==> src/rtl/mem_stage.sv <==
`default_nettype none
// ============================================================================
//  Module   : mem_stage
//  Purpose  : MEM stage of the 5-stage MIPS pipeline. Runs loads and stores
//             over a req/ack data bus, stalls the upstream pipeline while an
//             access is outstanding and holds the MEM/WB pipeline register.
//  Options  : `define MEM_STAGE_ALIGN_CHECK_EN to reject word accesses whose
//             address bits [1:0] are non-zero (no bus cycle, error flagged).
//  Revision : 1.0 - initial release
// ============================================================================
module mem_stage #(
    parameter int TIMEOUT_CYCLES = 255
) (
    input  logic        clk,
    input  logic        rst,
    // EX/MEM register
    input  logic        reg_write_m,
    input  logic        mem_to_reg_m,
    input  logic        mem_write_m,
    input  logic [31:0] alu_result_m,
    input  logic [31:0] write_data_m,
    input  logic [4:0]  write_reg_m,
    input  logic        upper_m,
    input  logic        syscall_m,
    output logic        stall_m,
    // data bus
    output logic        bus_req,
    output logic        bus_we,
    output logic [31:0] bus_addr,
    output logic [31:0] bus_wdata,
    input  logic        bus_ack,
    input  logic [31:0] bus_rdata,
    // MEM/WB register
    output logic        reg_write_w,
    output logic        mem_to_reg_w,
    output logic [31:0] read_data_w,
    output logic [31:0] alu_result_w,
    output logic [4:0]  write_reg_w,
    output logic        upper_w,
    output logic        syscall_w,
    output logic        bus_err_w
);

    typedef enum logic [1:0] {
        IDLE = 2'd0,
        BUSY = 2'd1,
        DONE = 2'd2
    } state_t;

    // Count value at which a BUSY access without ack is abandoned
    localparam logic [7:0] c_last_count = 8'(TIMEOUT_CYCLES - 1);

    state_t      r_state;
    state_t      w_next;
    logic [7:0]  r_count;
    logic        r_err;
    logic        r_misalign;
    logic [31:0] r_rdata;

    logic        w_access;
    logic        w_misalign;
    logic        w_timeout;
    logic        w_capture;
    logic        w_in_done;

    assign w_access  = mem_to_reg_m | mem_write_m;
    assign w_timeout = (r_count == c_last_count);
    assign w_in_done = (r_state == DONE);

    // The MEM/WB register takes real data only when the instruction in
    // EX/MEM is complete; every other cycle it receives a bubble.
    assign w_capture = ((r_state == IDLE) && !w_access) || w_in_done;

`ifdef MEM_STAGE_ALIGN_CHECK_EN
    assign w_misalign = w_access && (alu_result_m[1:0] != 2'b00);
`else
    assign w_misalign = 1'b0;
`endif

    // State register
    always_ff @(posedge clk) begin
        if (rst) begin
            r_state <= IDLE;
        end else begin
            r_state <= w_next;
        end
    end

    // Next-state and stall decode; stall is released in DONE so EX/MEM
    // advances on the same edge that retires the access into MEM/WB.
    always_comb begin
        w_next  = r_state;
        stall_m = 1'b0;
        case (r_state)
            IDLE: begin
                if (w_access) begin
                    stall_m = 1'b1;
                    w_next  = w_misalign ? DONE : BUSY;
                end
            end
            BUSY: begin
                stall_m = 1'b1;
                if (bus_ack || w_timeout) begin
                    w_next = DONE;
                end
            end
            DONE: begin
                w_next = IDLE;
            end
            default: begin
                w_next = IDLE;
            end
        endcase
    end

    // Bus request, timeout counter, captured read data and error flag
    always_ff @(posedge clk) begin
        if (rst) begin
            bus_req    <= 1'b0;
            bus_we     <= 1'b0;
            bus_addr   <= 32'd0;
            bus_wdata  <= 32'd0;
            r_count    <= 8'd0;
            r_err      <= 1'b0;
            r_misalign <= 1'b0;
            r_rdata    <= 32'd0;
        end else begin
            case (r_state)
                IDLE: begin
                    if (w_access) begin
                        r_count    <= 8'd0;
                        r_err      <= w_misalign;
                        r_misalign <= w_misalign;
                        r_rdata    <= 32'd0;
                        if (!w_misalign) begin
                            bus_req   <= 1'b1;
                            bus_we    <= mem_write_m;
                            bus_addr  <= {alu_result_m[31:2], 2'b00};
                            bus_wdata <= write_data_m;
                        end
                    end
                end
                BUSY: begin
                    if (bus_ack) begin
                        bus_req <= 1'b0;
                        if (!bus_we) begin
                            r_rdata <= bus_rdata;
                        end
                    end else if (w_timeout) begin
                        bus_req <= 1'b0;
                        r_err   <= 1'b1;
                        r_rdata <= 32'd0;
                    end else begin
                        r_count <= r_count + 8'd1;
                    end
                end
                default: begin
                end
            endcase
        end
    end

    // MEM/WB pipeline register: real instruction or bubble
    always_ff @(posedge clk) begin
        if (rst || !w_capture) begin
            reg_write_w  <= 1'b0;
            mem_to_reg_w <= 1'b0;
            read_data_w  <= 32'd0;
            alu_result_w <= 32'd0;
            write_reg_w  <= 5'd0;
            upper_w      <= 1'b0;
            syscall_w    <= 1'b0;
            bus_err_w    <= 1'b0;
        end else begin
            reg_write_w  <= reg_write_m & ~(w_in_done & r_misalign);
            mem_to_reg_w <= mem_to_reg_m;
            read_data_w  <= w_in_done ? r_rdata : 32'd0;
            alu_result_w <= alu_result_m;
            write_reg_w  <= write_reg_m;
            upper_w      <= upper_m;
            syscall_w    <= syscall_m;
            bus_err_w    <= w_in_done & r_err;
        end
    end

endmodule
`default_nettype wire

==> config.mk <==
export PLATFORM = sky130hd
export DESIGN_NAME = mem_stage
export DESIGN_NICKNAME = d
export VERILOG_FILES = /design/src/rtl/mem_stage.sv
export SDC_FILE = /design/constraint.sdc
export NUM_CORES = 1
export LEC_CHECK = 0
export CORE_MARGIN = 2
export CORE_UTILIZATION = 35
export DETAILED_ROUTE_END_ITERATION = 8
export MAX_ROUTING_LAYER = met4
export PLACE_DENSITY_LB_ADDON = 0.25
export SYNTH_ARGS = -nofsm -noshare
export SYNTH_HDL_FRONTEND = slang
export SYNTH_SLANG_ARGS = --single-unit
==> constraint.sdc <==
create_clock -name clk -period 2 [get_ports clk]
set_input_delay 0.4 -clock clk [delete_from_list [all_inputs] [get_ports clk]]
set_output_delay 0.4 -clock clk [all_outputs]
set_load 0.01 [all_outputs]
After elaboration in Yosys (flattened, before gate mapping) --
Cells that the tools add are included.
Word-level totals: flip-flop bits (word level) 181, input bits 109, output and inout bits 141, word-level logic and storage cells 67
Cells by class: add/sub/neg operators 1, equality and inequality tests 10, multiplexer cells 22, bitwise operators 3, reduce and logical (&&, ||, !) cells 15
Operator list (count):
- 32-bit 2-to-1 mux | 4
- 32-bit one-hot mux with 2 select lines | 1
- 8-bit 2-to-1 mux | 3
- 8-bit one-hot mux with 2 select lines | 1
- 4-bit AND reduction | 3
- 2-bit != test, second input constant | 5
- 8-bit by 1-bit adder with 8-bit output, second input constant | 1
- 8-bit == test, second input constant | 1
- 1-bit 2-to-1 mux | 7
- 3-bit != test, second input constant | 2
- 1-bit one-hot mux with 2 select lines | 3
- 2-bit 2-to-1 mux | 2
- 2-bit one-hot mux with 2 select lines | 1
- 2-bit AND reduction | 2
- 1-bit logical OR | 3
- 3-bit AND reduction | 1
- 2-bit by 1-bit == test with 1-bit output, second input constant | 1
- 2-bit == test, second input constant | 1
- 1-bit zero test | 2
- 2-bit zero test | 1
- 2-bit nonzero test | 1
- 2-bit OR reduction | 1
- 1-bit bitwise AND | 1
- 1-bit logical AND | 1
- other kinds (2) | 2

Logic depth before layout (Yosys ltp) --
depth in word-level cells 7, depth in mapped cells 7, mapped depth without buffers 6

Worst setup path after synthesis --
Ideal clock, no wire load.
path kind reg-to-reg, start register r_count[0], end register r_rdata[0], library setup time 72 ps, arrival 1461 ps, data required time 1928 ps, setup slack 467 ps, stages on the path, launching flop included 8, buffers on the path 1, path through dfxtp_1 > inv_1 > ha_1 > nand4_1 > nor3_1 > o21ai_2 > buf_6 > mux2i_1
Between the ends: word-level cells in the longest chain between the ends 3
Ends and longest elaborated chain:
- start: declaration | RTL line 55 | logic [7:0] r_count;
- start signal: assignment | RTL line 154 | r_count <= r_count + 8'd1;
- 8-bit == test | RTL line 67 | assign w_timeout = (r_count == c_last_count);
- 3-bit != test (no line)
- 4-bit AND reduction (no line)
- end signal: assignment | RTL line 147 | r_rdata <= bus_rdata;
- end: declaration | RTL line 58 | logic [31:0] r_rdata;
Every way passes these cells. A chain may end at the register's enable or synchronous reset.

Worst setup path after layout --
start input port mem_to_reg_m, end output port stall_m
Between the ends: word-level cells in the longest chain between the ends 3
Ends and longest elaborated chain:
- start: declaration | RTL line 18 | input logic mem_to_reg_m,
- 1-bit OR | RTL line 66 | assign w_access = mem_to_reg_m | mem_write_m;
- 1-bit 2-to-1 mux | RTL line 96 | if (w_access) begin
- 1-bit one-hot mux with 2 select lines | RTL line 94 | case (r_state)
- end: declaration | RTL line 25 | output logic stall_m,
Every way passes these cells.

==> flow_summary.toml <==
[outcome]
status = "completed"

[worst_setup_path]
end_kind = "primary output"
cp.buffers_inverters = 2
worstPathRequired_ns = 1.60
critical_path.slowest_cell = "clkdlybuf4s50_1"
cp-start-kind = "input port"
cp_top_family = "buffers and inverters"
critPathArrivalTime_ns = 1.40
cp_max_fo = 2
crit_type = "in -> out"
crit_chain = "clkdlybuf4s50_1 -> nor3_1 -> nor2_1 -> dlygate4sd2_1"
cpPeakStageDelay_ns = 0.52

[detailed_routing]
antenna_left = 0
wire_per_inst_um = 13.8
initialDrtViolationCount = 150
vias_per_cell = 4.49
drcViolationCount = 0
totalWireLength_mm = 15.7
vias = 5114
firstDrtPassIters = 4

[clock_tree]
clk_pin_slew_ns = 0.07
clk_latency_ns = 0.43
cts_tree = "done"
cts_sinks = 181
cts_max_level = 4
numCtsBuffers = 17
root_buffer = "clkbuf_16"
max-clock-path-buffers = 2

[final_layout]
design_area_mm2 = 0.00959
final_core_util_pct = 55.6
area_delta_synth_final_pct = 56.3
drive_gt1_share_pct = 7.23
diodes = 0
final_cells = 1138
nNetsFinal = 1011

[floorplanning]
core_mm2 = 0.0172
ioPinCount = 250
num_rows = 48
die-area_mm2 = 0.0186
die_w_um = 136
initial_utilization_pct = 35.6
die_h_um = 136

[synth]
synth_area_mm2 = 0.00613
synth_fa_ha_area_share_pct = 0.408
synth_compound_gate_area_share_pct = 7.49
synth_top_cell_area_share_pct = 59.1
syn_inst = 652
yosys_most_used_dff = "dfxtp_1"
ys_warn_count = 0
ys_types = 35
async_flop_share_pct = 0
syn_avg_cell_area_um2 = 9.41
seq_area_frac_synth_pct = 59.1
synth_mux_area_share_pct = 5.22
synth_seq_cells = 181
synth_edf_count = 0
ys_top_cells_by_area = "dfxtp_1 (59%), nand2_1 (9.7%), and2_1 (7.5%), a21oi_1 (5.7%), mux2i_1 (5.2%)"
yosysTopAreaCell = "dfxtp_1"
synth_top_family_by_area = "simple AND/OR/NAND/NOR gates"
synth-simple-area-share_pct = 24.2
yosysMostFrequentCell = "dfxtp_1"
synthTopCellsByCount = "dfxtp_1 (181), nand2_1 (159), and2_1 (74)"
synth_xor_area_share_pct = 0

[timing]
min_period_over_period_pct = 90.0
fin_crit_ns = 1.80
rsz0062_at_grt = "no"
slew-limit-headroom_pct = 59.8
final_max_slew_viol_count = 0
tightestPinTransition_ns = 0.597
fmax_mhz = 555
setup_viol = 0
skew_ns = 0.0173
hold_viol = 0

[place]
io_buffers = 247
hpwl_mm = 10.8
place_congestion = 0.783
dpl_cell_area_mm2 = 0.00899
placedCellCount = 1106

[pwr]
leakage_uw = 0.00363
p_total_uw = 8410
ir_drop_uv = 588
power_density_mw_per_mm2 = 877

[global_route]
grt_usage_pct = 17.6
grt_pass1_vias = 4926
grtUsageMet3_pct = 5.78
globalRouteOverflowTotal = 0
grt.busiest_layer = "met2"
grt_max_degree = 62
antenna_found_initial = 0
use_met2_pct = 28.2
grt_pass1_wl_mm = 24.6
met1_usage_pct = 21.3

[job]
max_cap_viol_count = 0

[worst_hold_path]
hold_class = "in -> reg"
[cell families (layout without fill, tap and decap cells)]
kind of cell    Yosys count  after routing
simple gates            303            303
compound gates           86             86
buf+inv                  47            307
other cells               1              2
mux                      32             32
fa+ha+maj                 2              2
flops                   181            181
[what timing repair did]
item	CTS	global route
hold buffers	0	0
endpoints found under the setup margin	1	0
gates resized for setup	3	0
hold endpoints to repair	0	0
buffers inserted	0	0
[report_power, final]
| group | internal (µW) | switching, µW |
|---|---|---|
| registers | 3780 | 82.7 |
| logic | 682 | 569 |
| clock network | 1770 | 1530 |
[final timing paths]
kind | endpoint | slack [ns] | cells past startpoint | from
max | stall_m | 0.20 | 4 | mem_to_reg_m
min | r_state[0] | 0.25 | 2 | rst
max reg2reg | r_count[1] | 0.26 | 7 | r_count[0]
min reg2reg | bus_wdata[27] | 0.45 | 2 | bus_wdata[27]
[layout make-up]
cell class,count,area (µm²)
Fill cell,1549,7650
Sequential cell,181,3630
Timing Repair Buffer,271,2740
Multi-Input combinational cell,425,2340
Clock buffer,17,425
Tap cell,225,282
Clock inverter,15,164
Inverter,4,15.0
[layout by cell type (no fill, tap or decap), types with 2 or more instances in the layout]
master,count
clkdlybuf4s50_1,245
dfxtp_1,180
nand2_1,159
and2_1,74
a21oi_1,70
nand2b_1,33
mux2i_1,32
buf_4,18
clkbuf_16,17
nand3_1,9
nor2_1,7
buf_12,7
nor3_1,6
inv_1,4
clkinv_4,4
inv_8,4
o21ai_0,3
o211ai_1,3
a31oi_1,3
nand4_1,2
o21ai_4,2
or4_1,2
o21a_1,2
or3_1,2
ha_1,2
conb_1,2
inv_6,2
clkinvlp_4,2
[per-stage QoR]
stage / hold slack (ns) / setup WS [ns] / setup TNS (ns)
after global routing: 0.224 / 0.0994 / 0
after CTS: 0.221 / 0.187 / 0
after floorplan: 0.430 / 0.467 / 0
final: 0.247 / 0.199 / 0
after global placement: 0.436 / -0.0678 / -0.0678
after detailed placement: 0.440 / -0.0983 / -0.0983
[state kept, by name, summed over array words and instances (netlist names), 2 cells and up]
name,count
alu_result_w,32
bus_addr,30
bus_wdata,32
r_count,8
r_rdata,32
r_state,2
read_data_w,32
write_reg_w,5
[layer usage]
layer / vias up / share of wire (%)
li1: 2604 / -
met1: 2333 / 45
met2: 166 / 47
met3: 11 / 6.9
met4: 0 / 0.94
met5: - / 0
No activity file was read; power rests on OpenSTA's default activity.
